--- src/rtl/leaf_out_packetizer.sv ---
// +-----------------------------------------------------------------------------+
// | Module      : leaf_out_packetizer                                           |
// | Description : Wraps user output words into BFT packets and tracks credits   |
// |               against the remote receiver BRAM.                             |
// | Options     : LEAF_PKT_STATS_EN adds pkt_count / stall_cycles counters.     |
// | Revision    : 1.0 - initial release                                         |
// +-----------------------------------------------------------------------------+
`default_nettype none
`timescale 1ns/1ps

module leaf_out_packetizer #(
    parameter int PACKET_BITS           = 49,
    parameter int PAYLOAD_BITS          = 32,
    parameter int NUM_LEAF_BITS         = 5,
    parameter int NUM_PORT_BITS         = 4,
    parameter int NUM_ADDR_BITS         = 7,
    parameter int FREESPACE_UPDATE_SIZE = 64
) (
    input  logic                     clk,
    input  logic                     reset,
    input  logic                     cfg_wr,
    input  logic [NUM_LEAF_BITS-1:0] cfg_dest_leaf,
    input  logic [NUM_PORT_BITS-1:0] cfg_dest_port,
    input  logic [PAYLOAD_BITS-1:0]  din_user2pkt,
    input  logic                     vld_user2pkt,
    output logic                     ack_pkt2user,
    input  logic                     credit_return,
    output logic [PACKET_BITS-1:0]   dout_pkt2arb,
    input  logic                     ack_arb2pkt,
    output logic [NUM_ADDR_BITS:0]   free_space,
    output logic                     configured,
    output logic                     err_credit_ovf
`ifdef LEAF_PKT_STATS_EN
    ,
    output logic [31:0]              pkt_count,
    output logic [31:0]              stall_cycles
`endif
);

    localparam int c_fs_w = NUM_ADDR_BITS + 2;

    localparam logic [1:0] c_st_uncfg  = 2'd0;
    localparam logic [1:0] c_st_run    = 2'd1;
    localparam logic [1:0] c_st_nocred = 2'd2;

    localparam logic [NUM_ADDR_BITS:0] c_depth_cnt = {1'b1, {NUM_ADDR_BITS{1'b0}}};
    localparam logic [c_fs_w-1:0]      c_depth_fs  = {2'b01, {NUM_ADDR_BITS{1'b0}}};
    localparam logic [c_fs_w-1:0]      c_update_fs = c_fs_w'(FREESPACE_UPDATE_SIZE);
    localparam logic [c_fs_w-1:0]      c_one_fs    = c_fs_w'(1);
    localparam logic [NUM_ADDR_BITS-1:0] c_one_ptr = NUM_ADDR_BITS'(1);

    logic [1:0]               r_state;
    logic [NUM_LEAF_BITS-1:0] r_dest_leaf;
    logic [NUM_PORT_BITS-1:0] r_dest_port;
    logic [NUM_ADDR_BITS-1:0] r_wr_ptr;
    logic [NUM_ADDR_BITS:0]   r_free_space;
    logic [PACKET_BITS-1:0]   r_dout;
    logic                     r_configured;
    logic                     r_err_ovf;

    logic                     w_out_valid;
    logic                     w_accept;
    logic                     w_drain;
    logic [c_fs_w-1:0]        w_fs_next;
    logic                     w_fs_ovf;
    logic [NUM_ADDR_BITS:0]   w_fs_clamped;

    assign w_out_valid = r_dout[PACKET_BITS-1];
    assign w_drain     = w_out_valid & ack_arb2pkt;
    assign w_accept    = vld_user2pkt & (r_state == c_st_run) & ~cfg_wr
                         & (~w_out_valid | ack_arb2pkt);

    // Extra headroom bit lets an over-return be detected before clamping.
    assign w_fs_next    = {1'b0, r_free_space}
                          + (credit_return ? c_update_fs : '0)
                          - (w_accept ? c_one_fs : '0);
    assign w_fs_ovf     = (w_fs_next > c_depth_fs);
    assign w_fs_clamped = w_fs_ovf ? c_depth_cnt : w_fs_next[NUM_ADDR_BITS:0];

    always_ff @(posedge clk) begin
        if (reset) begin
            r_state      <= c_st_uncfg;
            r_dest_leaf  <= '0;
            r_dest_port  <= '0;
            r_wr_ptr     <= '0;
            r_free_space <= c_depth_cnt;
            r_dout       <= '0;
            r_configured <= 1'b0;
            r_err_ovf    <= 1'b0;
        end else if (cfg_wr) begin
            // Any pending packet keeps its old header; credits in this cycle are dropped.
            r_state      <= c_st_run;
            r_dest_leaf  <= cfg_dest_leaf;
            r_dest_port  <= cfg_dest_port;
            r_wr_ptr     <= '0;
            r_free_space <= c_depth_cnt;
            r_configured <= 1'b1;
            if (w_drain) begin
                r_dout <= '0;
            end
        end else begin
            if (w_accept) begin
                r_dout   <= {1'b1, r_dest_leaf, r_dest_port, r_wr_ptr, din_user2pkt};
                r_wr_ptr <= r_wr_ptr + c_one_ptr;
            end else if (w_drain) begin
                r_dout <= '0;
            end
            r_free_space <= w_fs_clamped;
            if (w_fs_ovf) begin
                r_err_ovf <= 1'b1;
            end
            if (r_state != c_st_uncfg) begin
                r_state <= (w_fs_clamped == '0) ? c_st_nocred : c_st_run;
            end
        end
    end

`ifdef LEAF_PKT_STATS_EN
    logic [31:0] r_pkt_count;
    logic [31:0] r_stall_cycles;

    always_ff @(posedge clk) begin
        if (reset || cfg_wr) begin
            r_pkt_count    <= '0;
            r_stall_cycles <= '0;
        end else begin
            if (w_drain) begin
                r_pkt_count <= r_pkt_count + 32'd1;
            end
            if (vld_user2pkt && (r_state == c_st_nocred) && (r_stall_cycles != 32'hFFFF_FFFF)) begin
                r_stall_cycles <= r_stall_cycles + 32'd1;
            end
        end
    end

    assign pkt_count    = r_pkt_count;
    assign stall_cycles = r_stall_cycles;
`endif

    assign ack_pkt2user   = w_accept;
    assign dout_pkt2arb   = r_dout;
    assign free_space     = r_free_space;
    assign configured     = r_configured;
    assign err_credit_ovf = r_err_ovf;

endmodule

`default_nettype wire

--- config.mk ---
export PLATFORM = sky130hd
export DESIGN_NAME = leaf_out_packetizer
export DESIGN_NICKNAME = d
export VERILOG_FILES = /design/src/rtl/leaf_out_packetizer.sv
export SDC_FILE = /design/constraint.sdc
export NUM_CORES = 1
export LEC_CHECK = 0
export ABC_AREA = 1
export BUFFER_PORTS_ARGS = -buffer_cell sky130_fd_sc_hd__buf_2
export CORE_MARGIN = 5
export CORE_UTILIZATION = 45
export DETAILED_ROUTE_END_ITERATION = 8
export MAX_ROUTING_LAYER = met4
export PLACE_DENSITY = 0.76
export SLEW_MARGIN = 20
export SYNTH_ARGS = -nofsm -noshare
export SYNTH_HDL_FRONTEND = slang
export SYNTH_SLANG_ARGS = --single-unit
--- constraint.sdc ---
create_clock -name clk -period 2.68 [get_ports clk]
set_input_delay 0.134 -clock clk [delete_from_list [all_inputs] [get_ports clk]]
set_output_delay 0.134 -clock clk [all_outputs]
set_load 0.01 [all_outputs]
==> results.sh <==
export IMPL_whs_endpoint="r_dest_leaf[4]"
export IMPL_yosysWarnings=0
export IMPL_final_nets=597
export IMPL_fill_cells=646
export IMPL_finalCritPeriodShare_pct=91.4
export IMPL_routed_wl_um=8140
export IMPL_gp_congestion=0.817
export IMPL_cp_max_fo=6
export IMPL_synth_area_leaders="dfxtp_1, nand2_1, nand3_1, o21ai_0, inv_1"
export IMPL_clk_pin_slew_worst_paths_ps=70
export IMPL_hold_violations=0
export IMPL_grtUsageTotal_pct=19.2
export IMPL_vias=3146
export IMPL_synth_edf_count=0
export IMPL_whs_path_depth=3
export IMPL_detail_route_antenna_nets=0
export IMPL_cts_sinks=77
export IMPL_seqCellArea_um2=1540
export IMPL_syn_area_um2=3220
export IMPL_clk_latency_ps=340
export IMPL_setup_viol_count_final=0
export IMPL_drcViolationCount=0
export IMPL_rsz0062_at_grt="false"
export IMPL_post_drt_wl_per_cell_um=12.7
export IMPL_grt_pass1_vias=3033
export IMPL_r2r_start="r_state[0]"
export IMPL_worst_slew_pin_slew_ps=679
export IMPL_fp_dieW_um=94.5
export IMPL_r2r_slack_ps=230
export IMPL_cts_root_buffer="clkbuf_8"
export IMPL_antenna_found_initial=0
export IMPL_synthDistinctLibCells=20
export IMPL_peakVddDrop_mv=0.340
export IMPL_synthesis_nets=495
export IMPL_multiInputGateArea_um2=1450
export IMPL_maxCapViolCount=0
export IMPL_rows=30
export IMPL_status="finished, final reports clean"
export IMPL_syn_inst=437
export IMPL_required_ps=2910
export IMPL_drt_iter0_markers=88
export IMPL_port_buffers=106
export IMPL_ys_flop_type="dfxtp_1"
export IMPL_fmax_ghz=0.408
export IMPL_ys_seq_area_share_pct=47.9
export IMPL_min_period_ps=2450
export IMPL_synth_common_cells="nand2_1, dfxtp_1, nand3_1"
export IMPL_cts_max_level=3
export IMPL_place_hpwl_um=5710
export IMPL_diodes=0
export IMPL_finClkSkew_ps=5.99
export IMPL_holdCritPathClass="in -> reg"
export IMPL_met3_usage_pct=6.22
export IMPL_syn_to_final_growth_pct=26.4
export IMPL_grt_overflow=0
export IMPL_finalSetupTns_ps=0
export IMPL_cp_arrival_ps=2690
export IMPL_power_density_nw_per_um2=631
export IMPL_avgViaCountPerCell=4.92
export IMPL_synth_most_common_cell="nand2_1"
export IMPL_hold_path_startpoint="cfg_dest_leaf[4]"
export IMPL_total_power_mw=2.57
export IMPL_grt_use_met1_pct=22.3
export IMPL_synth_avg_cell_area_um2=7.36
export IMPL_yosysTopAreaCell="dfxtp_1"
export IMPL_ys_seq_elements=77
export IMPL_die_area_um2=8940
export IMPL_grt_pass1_wl_um=13400
export IMPL_grt_busiest_layer="met2"
export IMPL_leakagePower_nw=1.92
export IMPL_core_um2=6870
export IMPL_ioPinCount=107
export IMPL_yosysTopAreaCellShare_pct=47.9
export IMPL_grt_max_degree=56
export IMPL_cts_tree="done"
export IMPL_tritoncts_num_buffers=9
export IMPL_cts_buffer_depth=2
export IMPL_initial_core_util_pct=46.8
export IMPL_cp_end_kind="register"
export IMPL_synthArstFlopShare_pct=0
export IMPL_slew_viol_final=0
export IMPL_met2_usage_pct=31.7
export IMPL_r2r_cells=18
export IMPL_cp_start_kind="register"
export IMPL_drive_above_1_share_pct=26.7
export IMPL_max_slew_margin_pct=54.6
export IMPL_critPathKind="reg -> reg"
export IMPL_die_y_um=94.5
export IMPL_rr_endpoint="err_credit_ovf"
export IMPL_drtPass1Iterations=4
==> timing repair <==
action / 4_1_cts / 5_1_grt
endpoints found under the setup margin: 0 / 6
endpoints found under the hold margin: 1 / 0
setup buffers: 0 / 2
gates resized for setup: 0 / 13
hold buffers: 1 / 0
==> area by class of cell <==
type	instances	area share, %
Timing Repair Buffer	114	14.9
Multi-Input combinational cell	292	35.6
Sequential cell	77	38.0
Clock buffer	14	4.25
Clock inverter	1	0.123
Tap cell	96	2.95
Inverter	45	4.19
==> how the worst max path moves through the flow <==
stage,end,from,slack (ps),cells past startpoint
floorplan,err_credit_ovf,dout_pkt2arb[48],30,18
global placement,err_credit_ovf,dout_pkt2arb[48],290,17
detailed placement,err_credit_ovf,dout_pkt2arb[48],210,18
CTS,err_credit_ovf,dout_pkt2arb[48],190,18
global route,r_state[0],r_state[0],1,19
finish,err_credit_ovf,r_state[0],230,18
==> flip-flops by register name, indices dropped and copies added, names as in the netlist <==
register and flops:
dout_pkt2arb 49, free_space 8, r_dest_leaf 5, configured 1
r_wr_ptr 7, r_dest_port 4, r_state 2, err_credit_ovf 1
==> kinds of logic (layout without fill, tap and decap cells) <==
| family | after synthesis | count (layout) | share of synthesized area (%) |
|---|---|---|---|
| AOI/OAI and AO/OA | 71 | 71 | 11.1 |
| DFF | 77 | 77 | 47.9 |
| adders and majority gates | 11 | 11 | 4.51 |
| buffers and inverters | 68 | 174 | 8.13 |
| and+or+nand+nor | 210 | 210 | 28.4 |
==> metrics by stage <==
stage	setup WS (ps)	utilization, %	cells	hold slack, ps	instance area, µm²
floorplan	31.2	-	437	203	3220
global placement	292	55.7	621	356	3820
detailed placement	208	55.7	621	362	3820
CTS	194	58.4	637	0.799	4010
global route	1.15	59.2	639	3.47	4070
finish	229	59.2	639	14.4	4070
==> metal layers <==
layer,vias to the layer above,part of all wire [%],routed length [µm]
met3,8,7.3,595
met2,93,50,4040
met5,-,0,0
met1,1428,42,3440
met4,0,0.84,68
li1,1617,-,-
==> cell usage in the layout (no fill, tap or decap), drive strengths merged <==
cell type / instances
clkbuf: 14
dfxtp: 77
o21ai: 59
a21oi: 12
buf: 113
clkinv: 2
ha: 10
dlygate4sd3: 1
nand2: 96
inv: 44
nor2: 39
fa: 1
nand4: 4
nand3: 66
nor3: 5
==> worst max-delay path: stages, from the launching register on <==
cell and delay, ps:
dfxtp_2 330, nand2_2 50, nor3_2 40, nand2_2 120, clkinv_2 80, ha_2 180
inv_2 60, ha_4 130, inv_2 40, fa_2 570, nand2_1 50, nor2_1 80
nand3_1 70, nor2_1 100, nand2_1 60, nand2_2 90, nand2_1 100, a21oi_1 140
nor2_1 50
==> power breakdown <==
group          switching (mW)  leakage [nW]  internal, mW
Combinational           0.350          1.20         0.202
Clock                   0.380        0.0926         0.407
Sequential             0.0290         0.626          1.20
Note: power is estimated with default switching activity, not from simulation.
